### src/rtl/pa_tile_ctrl_if.sv
`default_nettype none
// ============================================================================
//  Module      : pa_tile_ctrl_if
//  Description : Stream handshakes and address/select outputs between the
//                PA tile sequencer and its DMA / PA-array neighbours.
//                  wt_vld/wt_rdy   weight stream (sequencer is the sink)
//                  wt_addr, buf_row, buf_q, buf_qsel  weight word position
//                  dat_vld/dat_rdy data stream (sequencer is the sink)
//                  dat_addr        data word position
//                  res_vld/res_rdy result stream (sequencer is the source)
//                  res_addr, res_sel  result word position / PA result index
//                Modport master : the sequencer side.
//                Modport slave  : the DMA / PA side.
//  Revision    : 1.0 - initial release
// ============================================================================
interface pa_tile_ctrl_if #(
    parameter int DIM_W     = 32,
    parameter int TILE_ROWS = 16
);
    localparam int c_ROW_W = $clog2(TILE_ROWS);

    logic               wt_vld;
    logic               wt_rdy;
    logic [DIM_W-1:0]   wt_addr;
    logic [c_ROW_W-1:0] buf_row;
    logic               buf_q;
    logic [1:0]         buf_qsel;

    logic               dat_vld;
    logic               dat_rdy;
    logic [DIM_W-1:0]   dat_addr;

    logic               res_vld;
    logic               res_rdy;
    logic [DIM_W-1:0]   res_addr;
    logic [c_ROW_W-1:0] res_sel;

    modport master (
        input  wt_vld, dat_vld, res_rdy,
        output wt_rdy, wt_addr, buf_row, buf_q, buf_qsel,
        output dat_rdy, dat_addr,
        output res_vld, res_addr, res_sel
    );

    modport slave (
        output wt_vld, dat_vld, res_rdy,
        input  wt_rdy, wt_addr, buf_row, buf_q, buf_qsel,
        input  dat_rdy, dat_addr,
        input  res_vld, res_addr, res_sel
    );
endinterface
`default_nettype wire

### src/rtl/pa_tile_ctrl.sv
`default_nettype none
// ============================================================================
//  Module      : pa_tile_ctrl
//  Description : Tile sequencer for the processing-array matrix multiply
//                dst = lhs x rhs^T. Per tile it loads TILE_ROWS weight rows
//                (rhs_cols/LANES weight words + QWORDS quant words each) into
//                the ping-pong weight buffer, streams lhs data in groups of
//                LANES rows, waits for the PA pipeline, then emits one result
//                per tile row for each group. Repeats until rhs_rows covered.
//  Ports       : clk, counter_rst_n (async, active-low)
//                start, abort, rhs_rows, rhs_cols, lhs_rows   job control
//                bus (pa_tile_ctrl_if.master)                 streams/addresses
//                pa_en, pa_clr, pp_sel                        PA control
//                state, busy, done, err                       status
//  Options     : PA_PARTIAL_TILE_EN - when defined, rhs_rows need not be a
//                multiple of TILE_ROWS; the last tile loads and emits only the
//                remaining rows. When undefined such a job raises err.
//  Limits      : QWORDS 1..4, PIPE_LAT >= 1, LANES and TILE_ROWS powers of 2.
//  Revision    : 1.0 - initial release
// ============================================================================
module pa_tile_ctrl #(
    parameter int TILE_ROWS = 16,
    parameter int LANES     = 4,
    parameter int DIM_W     = 32,
    parameter int QWORDS    = 3,
    parameter int PIPE_LAT  = 2
) (
    input  wire logic             clk,
    input  wire logic             counter_rst_n,
    input  wire logic             start,
    input  wire logic             abort,
    input  wire logic [DIM_W-1:0] rhs_rows,
    input  wire logic [DIM_W-1:0] rhs_cols,
    input  wire logic [DIM_W-1:0] lhs_rows,
    pa_tile_ctrl_if.master        bus,
    output logic                  pa_en,
    output logic                  pa_clr,
    output logic                  pp_sel,
    output logic [2:0]            state,
    output logic                  busy,
    output logic                  done,
    output logic                  err
);
    localparam int                 c_ROW_W     = $clog2(TILE_ROWS);
    localparam int                 c_TILE_SH   = $clog2(TILE_ROWS);
    localparam int                 c_LANE_SH   = $clog2(LANES);
    localparam int                 c_DRN_W     = (PIPE_LAT > 1) ? $clog2(PIPE_LAT) : 1;
    localparam logic [DIM_W-1:0]   c_ONE       = DIM_W'(1);
    localparam logic [DIM_W-1:0]   c_TILE_ROWS = DIM_W'(TILE_ROWS);
    localparam logic [DIM_W-1:0]   c_TILE_MASK = DIM_W'(TILE_ROWS - 1);
    localparam logic [DIM_W-1:0]   c_LANE_MASK = DIM_W'(LANES - 1);
    localparam logic [1:0]         c_QLAST     = 2'(QWORDS - 1);
    localparam logic [c_DRN_W-1:0] c_DRN_LAST  = c_DRN_W'(PIPE_LAT - 1);

    typedef enum logic [2:0] {
        S_IDLE    = 3'd0,
        S_LOAD    = 3'd1,
        S_COMPUTE = 3'd2,
        S_DRAIN   = 3'd3,
        S_WRITE   = 3'd4
    } state_t;

    state_t             r_state;
    // job dimensions captured at start
    logic [DIM_W-1:0]   r_wpr;        // weight words per row
    logic [DIM_W-1:0]   r_cols;       // data beats per group
    logic [DIM_W-1:0]   r_ngrp;
    logic [DIM_W-1:0]   r_ntile;
`ifdef PA_PARTIAL_TILE_EN
    logic [DIM_W-1:0]   r_last_rows;  // rows in the final tile (1..TILE_ROWS)
`endif
    // progress counters
    logic [DIM_W-1:0]   r_tile;
    logic [DIM_W-1:0]   r_grp;
    logic [c_ROW_W-1:0] r_row;
    logic [DIM_W-1:0]   r_wbeat;
    logic               r_q;
    logic [1:0]         r_qsel;
    logic [DIM_W-1:0]   r_dat_beat;
    logic [DIM_W-1:0]   r_wt_addr;
    logic [DIM_W-1:0]   r_dat_addr;
    logic [DIM_W-1:0]   r_res_base;   // res_addr of result 0 of the current group
    logic [c_ROW_W-1:0] r_res_sel;
    logic [c_DRN_W-1:0] r_drn;
    // registered outputs
    logic               r_pa_en;
    logic               r_pa_clr;
    logic               r_pp_sel;
    logic               r_done;
    logic               r_err;

    logic               w_wt_xfer;
    logic               w_dat_xfer;
    logic               w_res_xfer;
    logic [DIM_W-1:0]   w_cur_rows;
    logic               w_row_last;
    logic               w_res_last;
    logic               w_lane_bad;
    logic               w_tile_bad;
    logic               w_zero;

    assign w_wt_xfer  = bus.wt_vld  && (r_state == S_LOAD);
    assign w_dat_xfer = bus.dat_vld && (r_state == S_COMPUTE);
    assign w_res_xfer = bus.res_rdy && (r_state == S_WRITE);

`ifdef PA_PARTIAL_TILE_EN
    assign w_cur_rows = (r_tile == r_ntile - c_ONE) ? r_last_rows : c_TILE_ROWS;
    assign w_tile_bad = 1'b0;
`else
    assign w_cur_rows = c_TILE_ROWS;
    assign w_tile_bad = |(rhs_rows & c_TILE_MASK);
`endif

    assign w_row_last = (DIM_W'(r_row)     == w_cur_rows - c_ONE);
    assign w_res_last = (DIM_W'(r_res_sel) == w_cur_rows - c_ONE);
    assign w_lane_bad = (|(rhs_cols & c_LANE_MASK)) || (|(lhs_rows & c_LANE_MASK));
    assign w_zero     = (rhs_rows == '0) || (rhs_cols == '0) || (lhs_rows == '0);

    always_ff @(posedge clk or negedge counter_rst_n) begin
        if (!counter_rst_n) begin
            r_state     <= S_IDLE;
            r_wpr       <= '0;
            r_cols      <= '0;
            r_ngrp      <= '0;
            r_ntile     <= '0;
`ifdef PA_PARTIAL_TILE_EN
            r_last_rows <= '0;
`endif
            r_tile      <= '0;
            r_grp       <= '0;
            r_row       <= '0;
            r_wbeat     <= '0;
            r_q         <= 1'b0;
            r_qsel      <= 2'd0;
            r_dat_beat  <= '0;
            r_wt_addr   <= '0;
            r_dat_addr  <= '0;
            r_res_base  <= '0;
            r_res_sel   <= '0;
            r_drn       <= '0;
            r_pa_en     <= 1'b0;
            r_pa_clr    <= 1'b0;
            r_pp_sel    <= 1'b0;
            r_done      <= 1'b0;
            r_err       <= 1'b0;
        end else begin
            r_pa_en  <= 1'b0;
            r_pa_clr <= 1'b0;
            r_done   <= 1'b0;

            // Counters sit at zero whenever idle, so every job (including
            // one following an abort) starts from address 0.
            if (abort || r_state == S_IDLE) begin
                r_tile     <= '0;
                r_grp      <= '0;
                r_row      <= '0;
                r_wbeat    <= '0;
                r_q        <= 1'b0;
                r_qsel     <= 2'd0;
                r_dat_beat <= '0;
                r_wt_addr  <= '0;
                r_dat_addr <= '0;
                r_res_base <= '0;
                r_res_sel  <= '0;
                r_drn      <= '0;
            end

            if (abort) begin
                r_state <= S_IDLE;
            end else begin
                case (r_state)
                    S_IDLE: begin
                        if (start) begin
                            if (w_lane_bad || w_tile_bad) begin
                                r_err <= 1'b1;
                            end else if (w_zero) begin
                                r_done <= 1'b1;
                            end else begin
                                r_wpr   <= rhs_cols >> c_LANE_SH;
                                r_cols  <= rhs_cols;
                                r_ngrp  <= lhs_rows >> c_LANE_SH;
                                r_ntile <= (rhs_rows >> c_TILE_SH)
                                         + DIM_W'(|(rhs_rows & c_TILE_MASK));
`ifdef PA_PARTIAL_TILE_EN
                                r_last_rows <= (|(rhs_rows & c_TILE_MASK))
                                             ? (rhs_rows & c_TILE_MASK) : c_TILE_ROWS;
`endif
                                r_state <= S_LOAD;
                            end
                        end
                    end

                    S_LOAD: begin
                        if (w_wt_xfer) begin
                            r_wt_addr <= r_wt_addr + c_ONE;
                            if (!r_q) begin
                                if (r_wbeat == r_wpr - c_ONE) begin
                                    r_wbeat <= '0;
                                    r_q     <= 1'b1;
                                    r_qsel  <= 2'd0;
                                end else begin
                                    r_wbeat <= r_wbeat + c_ONE;
                                end
                            end else if (r_qsel != c_QLAST) begin
                                r_qsel <= r_qsel + 2'd1;
                            end else begin
                                r_q    <= 1'b0;
                                r_qsel <= 2'd0;
                                if (w_row_last) begin
                                    // Tile fully buffered: hand this half to the PA.
                                    r_row      <= '0;
                                    r_pp_sel   <= ~r_pp_sel;
                                    r_grp      <= '0;
                                    r_dat_beat <= '0;
                                    r_dat_addr <= '0;
                                    r_pa_clr   <= 1'b1;
                                    r_state    <= S_COMPUTE;
                                end else begin
                                    r_row <= r_row + c_ROW_W'(1);
                                end
                            end
                        end
                    end

                    S_COMPUTE: begin
                        if (w_dat_xfer) begin
                            r_pa_en    <= 1'b1;
                            r_dat_addr <= r_dat_addr + c_ONE;
                            if (r_dat_beat == r_cols - c_ONE) begin
                                r_dat_beat <= '0;
                                r_drn      <= '0;
                                r_state    <= S_DRAIN;
                            end else begin
                                r_dat_beat <= r_dat_beat + c_ONE;
                            end
                        end
                    end

                    S_DRAIN: begin
                        // The last pa_en is high during the first DRAIN cycle;
                        // results are valid PIPE_LAT cycles after it.
                        if (r_drn == c_DRN_LAST) begin
                            r_drn     <= '0;
                            r_res_sel <= '0;
                            r_state   <= S_WRITE;
                        end else begin
                            r_drn <= r_drn + c_DRN_W'(1);
                        end
                    end

                    S_WRITE: begin
                        if (w_res_xfer) begin
                            if (w_res_last) begin
                                r_res_sel  <= '0;
                                r_res_base <= r_res_base + c_TILE_ROWS;
                                if (r_grp != r_ngrp - c_ONE) begin
                                    r_grp    <= r_grp + c_ONE;
                                    r_pa_clr <= 1'b1;
                                    r_state  <= S_COMPUTE;
                                end else if (r_tile != r_ntile - c_ONE) begin
                                    r_tile  <= r_tile + c_ONE;
                                    r_grp   <= '0;
                                    r_state <= S_LOAD;
                                end else begin
                                    r_done  <= 1'b1;
                                    r_state <= S_IDLE;
                                end
                            end else begin
                                r_res_sel <= r_res_sel + c_ROW_W'(1);
                            end
                        end
                    end

                    default: r_state <= S_IDLE;
                endcase
            end
        end
    end

    // Handshake strobes are decoded straight from the state register.
    assign bus.wt_rdy   = (r_state == S_LOAD);
    assign bus.dat_rdy  = (r_state == S_COMPUTE);
    assign bus.res_vld  = (r_state == S_WRITE);
    assign bus.wt_addr  = r_wt_addr;
    assign bus.buf_row  = r_row;
    assign bus.buf_q    = r_q;
    assign bus.buf_qsel = r_qsel;
    assign bus.dat_addr = r_dat_addr;
    assign bus.res_addr = r_res_base + DIM_W'(r_res_sel);
    assign bus.res_sel  = r_res_sel;

    assign pa_en  = r_pa_en;
    assign pa_clr = r_pa_clr;
    assign pp_sel = r_pp_sel;
    assign state  = r_state;
    assign busy   = (r_state != S_IDLE);
    assign done   = r_done;
    assign err    = r_err;

endmodule
`default_nettype wire

### src/flat_wrapper.sv
// flat-port wrapper written by rule: the top's interface ports become plain ports
module pa_tile_ctrl_flat 
#(
    parameter int TILE_ROWS = 16,
    parameter int LANES     = 4,
    parameter int DIM_W     = 32,
    parameter int QWORDS    = 3,
    parameter int PIPE_LAT  = 2
)
  (clk, counter_rst_n, start, abort, rhs_rows, rhs_cols, lhs_rows, pa_en, pa_clr, pp_sel, state, busy, done, err, bus_wt_vld, bus_dat_vld, bus_res_rdy, bus_wt_rdy, bus_wt_addr, bus_buf_row, bus_buf_q, bus_buf_qsel, bus_dat_rdy, bus_dat_addr, bus_res_vld, bus_res_addr, bus_res_sel);
  pa_tile_ctrl_if #(.DIM_W(DIM_W), .TILE_ROWS(TILE_ROWS)) bus_i ();
  input  wire logic clk;
  input  wire logic counter_rst_n;
  input  wire logic start;
  input  wire logic abort;
  input  wire logic [DIM_W-1:0] rhs_rows;
  input  wire logic [DIM_W-1:0] rhs_cols;
  input  wire logic [DIM_W-1:0] lhs_rows;
  output logic pa_en;
  output logic pa_clr;
  output logic pp_sel;
  output logic [2:0] state;
  output logic busy;
  output logic done;
  output logic err;
  input wire logic [$bits(bus_i.wt_vld)-1:0] bus_wt_vld;
  input wire logic [$bits(bus_i.dat_vld)-1:0] bus_dat_vld;
  input wire logic [$bits(bus_i.res_rdy)-1:0] bus_res_rdy;
  output wire logic [$bits(bus_i.wt_rdy)-1:0] bus_wt_rdy;
  output wire logic [$bits(bus_i.wt_addr)-1:0] bus_wt_addr;
  output wire logic [$bits(bus_i.buf_row)-1:0] bus_buf_row;
  output wire logic [$bits(bus_i.buf_q)-1:0] bus_buf_q;
  output wire logic [$bits(bus_i.buf_qsel)-1:0] bus_buf_qsel;
  output wire logic [$bits(bus_i.dat_rdy)-1:0] bus_dat_rdy;
  output wire logic [$bits(bus_i.dat_addr)-1:0] bus_dat_addr;
  output wire logic [$bits(bus_i.res_vld)-1:0] bus_res_vld;
  output wire logic [$bits(bus_i.res_addr)-1:0] bus_res_addr;
  output wire logic [$bits(bus_i.res_sel)-1:0] bus_res_sel;
  assign bus_i.wt_vld = bus_wt_vld;
  assign bus_i.dat_vld = bus_dat_vld;
  assign bus_i.res_rdy = bus_res_rdy;
  assign bus_wt_rdy = bus_i.wt_rdy;
  assign bus_wt_addr = bus_i.wt_addr;
  assign bus_buf_row = bus_i.buf_row;
  assign bus_buf_q = bus_i.buf_q;
  assign bus_buf_qsel = bus_i.buf_qsel;
  assign bus_dat_rdy = bus_i.dat_rdy;
  assign bus_dat_addr = bus_i.dat_addr;
  assign bus_res_vld = bus_i.res_vld;
  assign bus_res_addr = bus_i.res_addr;
  assign bus_res_sel = bus_i.res_sel;
  pa_tile_ctrl #(.TILE_ROWS(TILE_ROWS), .LANES(LANES), .DIM_W(DIM_W), .QWORDS(QWORDS), .PIPE_LAT(PIPE_LAT)) u_core (.clk(clk), .counter_rst_n(counter_rst_n), .start(start), .abort(abort), .rhs_rows(rhs_rows), .rhs_cols(rhs_cols), .lhs_rows(lhs_rows), .bus(bus_i), .pa_en(pa_en), .pa_clr(pa_clr), .pp_sel(pp_sel), .state(state), .busy(busy), .done(done), .err(err));
endmodule
### config.mk
export PLATFORM = sky130hd
export DESIGN_NAME = pa_tile_ctrl_flat
export DESIGN_NICKNAME = d
export VERILOG_FILES = /design/src/rtl/pa_tile_ctrl_if.sv /design/src/rtl/pa_tile_ctrl.sv /design/src/flat_wrapper.sv
export SDC_FILE = /design/constraint.sdc
export NUM_CORES = 1
export LEC_CHECK = 0
export BUFFER_PORTS_ARGS = -buffer_cell sky130_fd_sc_hd__buf_2
export CORE_AREA = 2 2 218 220
export DETAILED_ROUTE_END_ITERATION = 8
export DIE_AREA = 0 0 220 222
export PLACE_DENSITY = 0.71
export SLEW_MARGIN = 20
export SYNTH_ARGS = -nofsm -noshare
export SYNTH_HDL_FRONTEND = slang
export SYNTH_SLANG_ARGS = --single-unit
### constraint.sdc
create_clock -name clk -period 3.3 [get_ports clk]
set_input_delay 0 -clock clk [delete_from_list [all_inputs] [get_ports clk]]
set_output_delay 0 -clock clk [all_outputs]
set_load 0.02 [all_outputs]
# [Yosys cells after proc, flatten, opt, wreduce, memory -nomap -nowiden]
# Index checks and enable logic that the tools add are counted.
[totals] regBits=368 inputBits=103 output_inout_bits=119
[op_classes] n_addsub=17 eq_ne=23 mux=120 bitwise=5 reduce_logical=20
[ops] operator="32-bit two-way mux" count=47
[ops] operator="32-bit by 1-bit adder with 32-bit output (second input constant)" count=6
[ops] operator="32-bit one-hot mux with 2 select lines" count=3
[ops] operator="32-bit zero test" count=3
[ops] operator="32-bit == test" count=2
[ops] operator="32-bit != test" count=2
[ops] operator="32-bit by 1-bit subtractor with 32-bit output (second input constant)" count=2
[ops] operator="30-bit by 1-bit subtractor with 31-bit output (second input constant)" count=2
[ops] operator="4-bit two-way mux" count=12
[ops] operator="3-bit two-way mux" count=14
[ops] operator="32-bit by 4-bit adder with 32-bit output" count=1
[ops] operator="32-bit by 5-bit adder with 32-bit output (second input constant)" count=1
[ops] operator="1-bit two-way mux" count=32
[ops] operator="28-bit by 1-bit adder with 29-bit output" count=1
[ops] operator="3-bit by 2-bit != test with 1-bit output (second input constant)" count=8
[ops] operator="3-bit one-hot mux with 5 select lines" count=1
[ops] operator="2-bit two-way mux" count=7
[ops] operator="3-bit != test (second input constant)" count=4
[ops] operator="12-bit AND reduction" count=1
[ops] operator="4-bit by 1-bit adder with 4-bit output (second input constant)" count=2
[ops] operator="4-bit == test (second input constant)" count=2
[ops] operator="4-bit one-hot mux with 2 select lines" count=1
[ops] operator="3-bit by 2-bit == test with 1-bit output (second input constant)" count=2
[ops] operator="1-bit one-hot mux with 2 select lines" count=3
[ops] operator="15 further kinds" count=26

# [Longest topological paths before layout]
[depth] depth_word=9 ltp_mapped=16 ltp_nobuf=11

# [Worst setup path after synthesis]
# OpenSTA, ideal clock, no wires.
[synth_path] path_kind="register to register" from="register u_core.r_ntile[0]" to="register u_core.r_tile[16]" arrival_ns=3.396 required_time_ns=3.172 path_slack_ns=-0.223 path_stages_with_launch=15 path_buffers=3 period_less_slack_ns=3.523 path_cell_list="dfrtp_1 inv_1 ha_1 or4b_1 clkbuf_1 or4_1 buf_2 or4_4 o2111ai_2 nor4_2 nand4_4 nand4_4 buf_6 nor3_1 mux2_1"
[synth_via] elab_chain_cells=8
[synth_rtl] element="start, declared" line="pa_tile_ctrl.sv:68" text="logic [DIM_W-1:0] r_ntile;"
[synth_rtl] element="start signal, assigned" line="pa_tile_ctrl.sv:182" text="r_ntile <= (rhs_rows >> c_TILE_SH)"
[synth_rtl] element="32-bit by 1-bit subtractor with 32-bit output" line="pa_tile_ctrl.sv:260" text="end else if (r_tile != r_ntile - c_ONE) begin"
[synth_rtl] element="32-bit != test" line="pa_tile_ctrl.sv:260"
[synth_rtl] element="32-bit two-way mux" line="pa_tile_ctrl.sv:260"
[synth_rtl] element="32-bit two-way mux" line="pa_tile_ctrl.sv:256" text="if (r_grp != r_ngrp - c_ONE) begin"
[synth_rtl] element="32-bit two-way mux" line="pa_tile_ctrl.sv:253" text="if (w_res_last) begin"
[synth_rtl] element="32-bit two-way mux" line="pa_tile_ctrl.sv:252" text="if (w_res_xfer) begin"
[synth_rtl] element="32-bit two-way mux" line="pa_tile_ctrl.sv:171" text="case (r_state)"
[synth_rtl] element="32-bit two-way mux" line="pa_tile_ctrl.sv:168" text="if (abort) begin"
[synth_rtl] element="end signal, assigned" line="pa_tile_ctrl.sv:261" text="r_tile <= r_tile + c_ONE;"
[synth_rtl] element="end, declared" line="pa_tile_ctrl.sv:73" text="logic [DIM_W-1:0] r_tile;"
# No other way between the ends.
# A chain may end at the register's enable or synchronous reset.

# [Final worst setup path]
[layout_path] from="register u_core.r_ntile[0]" to="register u_core.r_tile[28]"
# The elaborated chain is that of the path after synthesis.

==> metrics.yaml <==
floorplanning:
  die_h_um: 222
  initial_core_util_pct: 49.8
  rows: 79
  die_x_um: 220
  core_area_um2: 46300
  io_pins: 222
  die_area_um2: 48800
detailed_routing:
  drt_wl_total_um: 80300
  drt_iter0_markers: 2532
  drt-pass1-iter-count: 6
  drt.antenna.violating_nets: 0
  wl_per_cell_um: 20.8
  viasPerCell: 6.30
  drc_errors: 0
  num_vias: 24337
cells_and_area:
  fillers: 3796
  mostFrequentLayoutCell: "dfrtp_1"
  fin_util_pct: 65.2
  area.sequential_um2: 8380
  multi_input_area_um2: 14600
  layout-drive-gt1-share_pct: 26.0
  mostFrequentLayoutCells: "dfrtp_1 (334), buf_4 (276), nand2_1 (243)"
  syn_to_final_growth_pct: 31.0
  nets: 3352
  n_antenna_cell: 0
yosys:
  synth_compound_area_share_pct: 15.9
  ys_async_sr_fraction_pct: 100
  synthesis.nets: 2831
  synth_top_family_by_area: "simple AND/OR/NAND/NOR gates"
  netlist_instances: 2708
  syn_area_um2: 23000
  synth_edf_count: 0
  synth.area.mux_share_pct: 4.10
  yosys.area_share.simple_pct: 28.8
  synth_warnings: 0
  synth_seq_area_share_pct: 36.4
  synth.avg_cell_area_um2: 8.50
  synth_fa_ha_area_share_pct: 1.12
  synth-xor-area-share_pct: 9.74
  synthFlopType: "dfrtp_1"
  ys_types: 95
  ys_ff_latch: 335
critical_path:
  critPathCaptureType: "flip-flop"
  criticalPathCategory: "reg2reg"
  startpoint_type: "flip-flop"
  required_ns: 3.83
  cp.arrival_ns: 4.10
  path_max_fanout: 7
clocking:
  cts_num_sinks: 335
  root_buffer: "clkbuf_16"
  insertion_delay_ns: 0.59
  tritoncts: "built"
  clkTransAtPathRegs_ns: 0.07
  numCtsBuffers: 39
  htree_levels: 2
  clock_path_buffers: 3
grt:
  antenna_found_initial: 0
  grt-ovfl-total: 0
  grt_pass1_wl_um: 126000
  grt_pass1_vias: 23056
  grt_max_degree: 112
  grt_usage_pct: 32.1
timing:
  fin_ws_ns: -0.268
  rsz0062_at_grt: "true"
  worstMarginPinSlew_ns: 1.09
  finalCritPeriodShare_pct: 108
  min_period_ns: 3.57
  hold_viol_final: 0
  clock_skew_ns: 0.0169
  setup_viol: 76
  holdWs_ns: 0.0771
  fmax_mhz: 280
  finalMaxSlewViolations: 0
  slew-limit-headroom_pct: 27.1
placed_design:
  portBuffers: 221
  dpl.hpwl_um: 55700
  preCtsSetupSlack_ns: -0.367
  routabilityCongestion: 0.985
min_path:
  min_path_type: "in2async"
run_status:
  violations: "negative setup slack"
  status: "complete, but fails checks"
power:
  powerDensity_nw_per_um2: 336
  leakage_nw: 13.9
  peakVddDrop_mv: 0.381
run:
  drv_cap: 0
[state kept, by name, summed over array words and instances (netlist names), 30 cells and up]
signal	count
u_core.r_dat_beat	32
u_core.r_res_base	32
u_core.bus.wt_addr	32
u_core.r_ngrp	30
u_core.r_grp	32
u_core.bus.dat_addr	32
u_core.r_cols	32
u_core.r_tile	32
u_core.r_wbeat	32
[critical path, stage by stage (launching register included)]
cell       delay, ns
dfrtp_1         0.38
inv_1           0.06
ha_2            0.17
or4b_4          0.48
or4_4           0.49
or4_4           0.53
o2111ai_4       0.12
nor4_4          0.06
nand4_4         0.14
nand4_4         0.18
buf_6           0.20
clkbuf_16       0.15
or4_1           0.47
nand2_1         0.08
[metrics by stage]
stage | std cells | TNS [ns] | power [W] | instance area [um2]
finish | 3862 | -12.06 | 0.0101 | 30200
global route | 3862 | -20.92 | 0.0105 | 30200
CTS | 3845 | -7.63 | 0.0101 | 29400
detailed placement | 3635 | -16.76 | 0.00564 | 26400
global placement | 3635 | -12.53 | 0.00562 | 26400
floorplan | 2708 | -7.94 | 0.00499 | 23100
[cell usage after synthesis (13+ instances only)]
master    count  area share [%]
inv_1        46            0.75
or2_2        25            0.68
nor4_1       69             1.9
o21ai_0     100             2.2
clkbuf_1    143             2.3
nand4_1      79             2.1
nand2b_1     35            0.95
a21o_1       24            0.78
and4_1       19            0.72
a21oi_1     141             3.1
a22oi_1      17            0.55
nand2_1     248             4.0
o211ai_1     29            0.95
and3_1       88             2.4
mux2_2       73             3.6
a31oi_1      49             1.3
nor3_1       97             2.1
xnor2_1     150             5.7
nand3_1     170             3.7
or3_1        47             1.3
a211oi_1     20            0.65
xor2_1      106             4.0
ha_1         19             1.0
nor4b_1      13            0.49
dfrtp_1     335              36
a22o_1       13            0.49
or4_1        43             1.4
nor2_1      222             3.6
and2_1       17            0.46
[power breakdown]
group | leakage [nW] | internal, W | switching (W)
Clock | 0.596 | 0.00243 | 0.00189
Sequential | 4.65 | 0.00414 | 0.0000259
Combinational | 8.61 | 0.000754 | 0.000911
Total | 13.9 | 0.00732 | 0.00283
[metal layers]
metal	up-vias	wire length [um]	global-route usage [%]
met5	-	0	0
met1	11938	33200	43.3
li1	11042	-	-
met4	0	3300	12.1
met2	1122	37800	51.8
met3	235	5930	4.81
[path summary, 6_finish.rpt]
kind / startpoint / depth (start not counted) / to / slack (ns)
max: u_core.r_ntile[0] / 13 / u_core.r_tile[28] / -0.27
min: counter_rst_n / 3 / u_core.r_ngrp[6] / 0.08
max reg2reg: u_core.r_ntile[0] / 13 / u_core.r_tile[28] / -0.27
min reg2reg: u_core.pp_sel / 1 / u_core.pp_sel / 0.46
max in group asynchronous: counter_rst_n / 3 / u_core.bus.dat_addr[17] / 2.61
min in group clk: rhs_rows[3] / 6 / u_core.r_ntile[0] / 0.08
[cells by family after synthesis]
family,Yosys count
fa+ha+maj,20
simple gates,1244
compound gates,548
flops,335
mux,85
buf+inv,220
xor+xnor,256
[timing repair]
item / CTS / global route
setup buffers: 24 / 13
endpoints found under the setup margin: 104 / 137
endpoints found under the hold margin: 451 / 0
gates cloned: 5 / 6
resized for setup: 67 / 122
hold buffers: 116 / 0
pin swaps: 31 / 52
[area by class of cell]
type	count	area share, %
inverter	46	0.572
clock buffer	54	3.52
sequential	335	27.8
tap	607	2.52
timing repair buffer	653	16.7
clock inverter	13	0.514
multi-input combinational	2154	48.4
(Power assumes the default switching activity.)
